<file path="config.mk">
export PLATFORM = sky130hd
export DESIGN_NAME = uart_alu_ctrl
export DESIGN_NICKNAME = d
export VERILOG_FILES = /design/src/rtl/uart_alu_ctrl.sv
export SDC_FILE = /design/constraint.sdc
export NUM_CORES = 1
export LEC_CHECK = 0
export BUFFER_PORTS_ARGS = -buffer_cell sky130_fd_sc_hd__buf_2
export CAP_MARGIN = 20
export CORE_MARGIN = 3
export CORE_UTILIZATION = 25
export CTS_BUF_LIST = sky130_fd_sc_hd__clkbuf_4 sky130_fd_sc_hd__clkbuf_8 sky130_fd_sc_hd__clkbuf_16
export CTS_CLUSTER_SIZE = 25
export DETAILED_ROUTE_END_ITERATION = 12
export HOLD_SLACK_MARGIN = 0.06
export RECOVER_POWER = 50
export SLEW_MARGIN = 5
export SYNTH_ARGS = -nofsm -noshare
export SYNTH_HDL_FRONTEND = slang
export SYNTH_SLANG_ARGS = --single-unit
export TNS_END_PERCENT = 100
</file>
<file path="constraint.sdc">
create_clock -name clk -period 1.75 [get_ports clk]
set_input_delay 0.35 -clock clk [delete_from_list [all_inputs] [get_ports clk]]
set_output_delay 0.35 -clock clk [all_outputs]
set_load 0.1 [all_outputs]
</file>
<file path="src/rtl/uart_alu_ctrl.sv">
// uart_alu_ctrl: gathers operand A, operand B and opcode bytes from the UART receiver,
// drives a combinational ALU, then hands the result byte to the UART transmitter.
module uart_alu_ctrl #(
    parameter int N              = 8,
    parameter int OPW            = 6,
    parameter int TIMEOUT_CYCLES = 5000000
) (
    input  logic           clk,
    input  logic           reset,
    input  logic [N-1:0]   rx_data,
    input  logic           rx_valid,
    output logic [N-1:0]   alu_a,
    output logic [N-1:0]   alu_b,
    output logic [OPW-1:0] alu_op,
    input  logic [N-1:0]   alu_result,
    output logic [N-1:0]   tx_data,
    output logic           tx_start,
    input  logic           tx_busy,
    output logic           op_err,
    output logic           timeout,
    output logic           overrun,
    output logic           ctrl_busy
);

    typedef enum logic [2:0] {
        S_WAIT_A,
        S_WAIT_B,
        S_WAIT_OP,
        S_EXEC,
        S_SEND,
        S_TX_START_WAIT,
        S_TX_DONE_WAIT
    } state_t;

    localparam int CW = (TIMEOUT_CYCLES > 1) ? $clog2(TIMEOUT_CYCLES) : 1;
    localparam logic [CW-1:0] CNT_LAST = CW'(TIMEOUT_CYCLES - 1);

    localparam logic [OPW-1:0] OP_ADD = OPW'(6'b100000);
    localparam logic [OPW-1:0] OP_SUB = OPW'(6'b100010);
    localparam logic [OPW-1:0] OP_AND = OPW'(6'b100100);
    localparam logic [OPW-1:0] OP_OR  = OPW'(6'b100101);
    localparam logic [OPW-1:0] OP_XOR = OPW'(6'b100110);
    localparam logic [OPW-1:0] OP_NOR = OPW'(6'b100111);
    localparam logic [OPW-1:0] OP_SRA = OPW'(6'b000011);
    localparam logic [OPW-1:0] OP_SRL = OPW'(6'b000010);

    state_t         state_q, state_d;
    logic [N-1:0]   alu_a_q, alu_a_d;
    logic [N-1:0]   alu_b_q, alu_b_d;
    logic [OPW-1:0] alu_op_q, alu_op_d;
    logic [N-1:0]   tx_data_q, tx_data_d;
    logic [CW-1:0]  cnt_q, cnt_d;
    logic           op_err_q, op_err_d;
    logic           timeout_q, timeout_d;
    logic           overrun_q, overrun_d;

    logic [OPW-1:0] rx_op;
    logic           op_ok;
    logic           cnt_expired;

    assign rx_op       = rx_data[OPW-1:0];
    assign op_ok       = rx_op inside {OP_ADD, OP_SUB, OP_AND, OP_OR,
                                       OP_XOR, OP_NOR, OP_SRA, OP_SRL};
    assign cnt_expired = (cnt_q == CNT_LAST);

    always_ff @(posedge clk or posedge reset) begin
        if (reset) begin
            state_q   <= S_WAIT_A;
            alu_a_q   <= '0;
            alu_b_q   <= '0;
            alu_op_q  <= OP_ADD;
            tx_data_q <= '0;
            cnt_q     <= '0;
            op_err_q  <= 1'b0;
            timeout_q <= 1'b0;
            overrun_q <= 1'b0;
        end else begin
            state_q   <= state_d;
            alu_a_q   <= alu_a_d;
            alu_b_q   <= alu_b_d;
            alu_op_q  <= alu_op_d;
            tx_data_q <= tx_data_d;
            cnt_q     <= cnt_d;
            op_err_q  <= op_err_d;
            timeout_q <= timeout_d;
            overrun_q <= overrun_d;
        end
    end

    // tx_start is decoded from SEND and the live tx_busy so the request lands in the
    // SEND cycle itself and can never coincide with a busy transmitter.
    always_comb begin
        state_d   = state_q;
        alu_a_d   = alu_a_q;
        alu_b_d   = alu_b_q;
        alu_op_d  = alu_op_q;
        tx_data_d = tx_data_q;
        cnt_d     = cnt_q;
        op_err_d  = 1'b0;
        timeout_d = 1'b0;
        overrun_d = 1'b0;
        tx_start  = 1'b0;

        unique case (state_q)
            S_WAIT_A: begin
                cnt_d = '0;
                if (rx_valid) begin
                    alu_a_d = rx_data;
                    state_d = S_WAIT_B;
                end
            end
            S_WAIT_B: begin
                if (rx_valid) begin
                    alu_b_d = rx_data;
                    cnt_d   = '0;
                    state_d = S_WAIT_OP;
                end else if (cnt_expired) begin
                    timeout_d = 1'b1;
                    cnt_d     = '0;
                    state_d   = S_WAIT_A;
                end else begin
                    cnt_d = cnt_q + CW'(1);
                end
            end
            S_WAIT_OP: begin
                if (rx_valid) begin
                    cnt_d = '0;
                    if (op_ok) begin
                        alu_op_d = rx_op;
                        state_d  = S_EXEC;
                    end else begin
                        op_err_d = 1'b1;
                        state_d  = S_WAIT_A;
                    end
                end else if (cnt_expired) begin
                    timeout_d = 1'b1;
                    cnt_d     = '0;
                    state_d   = S_WAIT_A;
                end else begin
                    cnt_d = cnt_q + CW'(1);
                end
            end
            S_EXEC: begin
                overrun_d = rx_valid;
                tx_data_d = alu_result;
                state_d   = S_SEND;
            end
            S_SEND: begin
                overrun_d = rx_valid;
                if (!tx_busy) begin
                    tx_start = 1'b1;
                    state_d  = S_TX_START_WAIT;
                end
            end
            S_TX_START_WAIT: begin
                overrun_d = rx_valid;
                if (tx_busy) begin
                    state_d = S_TX_DONE_WAIT;
                end
            end
            S_TX_DONE_WAIT: begin
                overrun_d = rx_valid;
                if (!tx_busy) begin
                    state_d = S_WAIT_A;
                end
            end
            default: begin
                state_d = S_WAIT_A;
            end
        endcase
    end

    assign alu_a     = alu_a_q;
    assign alu_b     = alu_b_q;
    assign alu_op    = alu_op_q;
    assign tx_data   = tx_data_q;
    assign op_err    = op_err_q;
    assign timeout   = timeout_q;
    assign overrun   = overrun_q;
    assign ctrl_busy = (state_q != S_WAIT_A);

endmodule

</file>
==> results.cfg <==
[outcome]
status = finished with violations
failed_checks = negative setup slack

[setup_path]
crit_path_frequent_cell = buf_6
path_class = reg2out
cp_max_fo = 3
cp-start-kind = register
crit_path_max_incr_delay_ns = 0.40
cp.required_ns = 1.40
critical_path_arrival_ns = 1.49
cp.buffers_inverters = 3
cpLargestDelayFamily = buffers and inverters
cp_cell_sequence = buf_6, buf_6, nor2b_4, nor3b_4, buf_12
cp-end-kind = output port
critPathSlowestCell = dfrtp_1

[timing]
maxSlewHeadroom_pct = 2.46
min_period_over_period_pct = 105
finalHoldViolCount = 0
fin_tns_setup_ns = -0.370
tightest_slew_ns = 1.46
clock.fmax_mhz = 544
fin_worst_skew_ns = 0.0113
drv_slew = 0
rsz0062_at_grt = true
setup_slack_ns = -0.0873
setup-violations-final = 10
finalCriticalPeriod_ns = 1.84

[final_layout]
nFillCells = 1077
final_area_um2 = 4290
layout.nets = 393
antennaDiodeCount = 0
final_util_pct = 38.6
multi_input_area_um2 = 1460
ff_latch_area_um2 = 1480
drive_gt1_share_pct = 52.0
final_common_cell = dfrtp_1
layout_common_cells = 56 x dfrtp_1, 49 x buf_2, 49 x buf_4, 28 x mux2_2, 23 x nand2_1
area_growth_pct = 47.3

[synth]
async_flop_share_pct = 100
synth_top_area_share_pct = 49.8
synth_edf_count = 0
synth_warnings = 0
syn_area_per_cell_um2 = 11.2
syn_inst = 260
synth_cell_types = 56
ys_seq_area_share_pct = 50.7
ys_seq_elements = 59
syn-num-nets = 281
synthFlopType = dfrtp_1
synth_top_area_cell = dfrtp_1
synthTopCellsByArea = dfrtp_1 50%, mux2_2 11%, a31oi_1 3.4%
netlist_area_um2 = 2920

[clock_network]
hold_buffers = 0
cts_tree = yes
cts-root-buf = clkbuf_16
clock_sinks = 59
clk_latency_ns = 0.33
clkSlewWorstSetupHoldPaths_ns = 0.06
cts_buffers = 9
clock_tree.buffer_depth = 2
h-tree-depth = 3

[floorplanning]
die-width_um = 114
die_y_um = 114
dieArea_um2 = 13000
io_pins = 55
core_region_area_um2 = 11100
start_util_pct = 26.2
placementRows = 38

[drt]
dr_total_vias = 2515
finalWirelength_um = 7260
viasPerCell = 4.86
wl_per_cell_um = 14.0
drc = 0
drt-initial-drc-count = 133
ant_nets = 0
drt-pass1-iter-count = 4

[placed_design]
place_hpwl_um = 4860
place.gp.congestion = 0.827
place_area_um2 = 3690
portBuffers = 54

[global_routing]
grtUsageTotal_pct = 11.2
grt-ovfl-total = 0
grt_pass1_wl_um = 11700
antenna_found_initial = 0
grt_pass1_vias = 2438
grt_max_degree = 60

[worst_hold_path]
worstHoldPathType = in2reg

[run]
drv_cap = 0
-- synthesized netlist by cell type, types with 2 or more instances --
library cell  count
nor3_2            2
a21oi_1          12
clkbuf_8          2
nor3_1            6
buf_6             5
a31oi_1          16
buf_2             2
nand3_1           9
nand4_1           5
and3_1            3
dfrtp_1          58
inv_1             5
mux2_2           29
o21ai_0          11
xor2_1            2
and2_1            2
nor4_1            3
nor4_2            2
nor2_1           14
mux2i_1           2
clkbuf_1          3
a41oi_1           4
nand2_1          23
nand2b_1          6
o31a_1            2
a21boi_0          2
-- per-layer routing --
layer  global-route usage (%)  up-vias  share of wire (%)
met3                     3.34       14                5.6
met1                     14.2     1242                 44
met2                     18.6       77                 48
li1                         -     1182                  -
met4                     3.25        0                1.7
met5                        0        -                  0
-- worst register-to-register path, stage by stage (launching register included) --
cell,delay (ns)
dfrtp_1,0.41
buf_6,0.13
xnor2_1,0.12
or3_4,0.36
a21oi_4,0.17
buf_6,0.18
buf_6,0.12
a31oi_1,0.07
a31oi_1,0.15
-- flip-flops by register name, indices dropped and copies added, names as in the netlist --
| register | flops |
|---|---|
| overrun | 1 |
| timeout | 1 |
| tx_data | 8 |
| state_q | 3 |
| alu_op | 6 |
| op_err | 1 |
| alu_b | 8 |
| alu_a | 8 |
| cnt_q | 23 |
-- final timing paths --
| path | start | end | slack [ns] | cells after the start |
|---|---|---|---|---|
| worst max-delay path | state_q[0] | tx_start | -0.09 | 5 |
| worst min-delay path | alu_result[0] | tx_data[0] | 0.26 | 2 |
| worst max register to register | state_q[1] | cnt_q[13] | -0.05 | 8 |
| worst min register to register | alu_op[4] | alu_op[4] | 0.49 | 1 |
| max in group asynchronous | reset | cnt_q[5] | 0.24 | 3 |
| min in group asynchronous | reset | tx_data[2] | 0.54 | 3 |
-- timing repair --
item	4_1_cts	5_1_grt
pin swaps	7	14
gates resized for setup	20	22
endpoints found under the setup margin	15	24
buffers inserted	6	5
cloned	2	0
-- per-stage QoR --
| stage | setup slack, ns | std cells | hold WS, ns |
|---|---|---|---|
| final | -0.0873 | 517 | 0.258 |
| after global routing | -0.142 | 517 | 0.257 |
| after CTS | -0.107 | 513 | 0.119 |
| after detailed placement | -0.0836 | 489 | 0.463 |
| after global placement | -0.0482 | 489 | 0.455 |
| after floorplan | -0.160 | 260 | 0.444 |
-- area by class of cell --
cell class	count	area share (%)
well taps	140	4.08
clock buffers	12	5.92
flip-flops and latches	59	34.5
multi-input cells	183	33.9
repair buffers	114	18.9
clock inverters	4	2.27
inverters	5	0.466
-- cells by family (layout without fill, tap and decap cells) --
logic type | after synthesis | after routing | synth area share (%)
AO/OA/AOI/OAI | 54 | 54 | 11.8
XOR/XNOR | 3 | 3 | 0.901
adder cells (fa/ha/maj) | 1 | 1 | 0.429
AND/OR/NAND/NOR | 93 | 93 | 19.3
multiplexers | 32 | 32 | 12.4
buffers and inverters | 18 | 135 | 4.51
flip-flops | 59 | 59 | 50.7
Power is not shown: default switching activity piles up to over one toggle a cycle in this logic, so the estimate is an artifact.
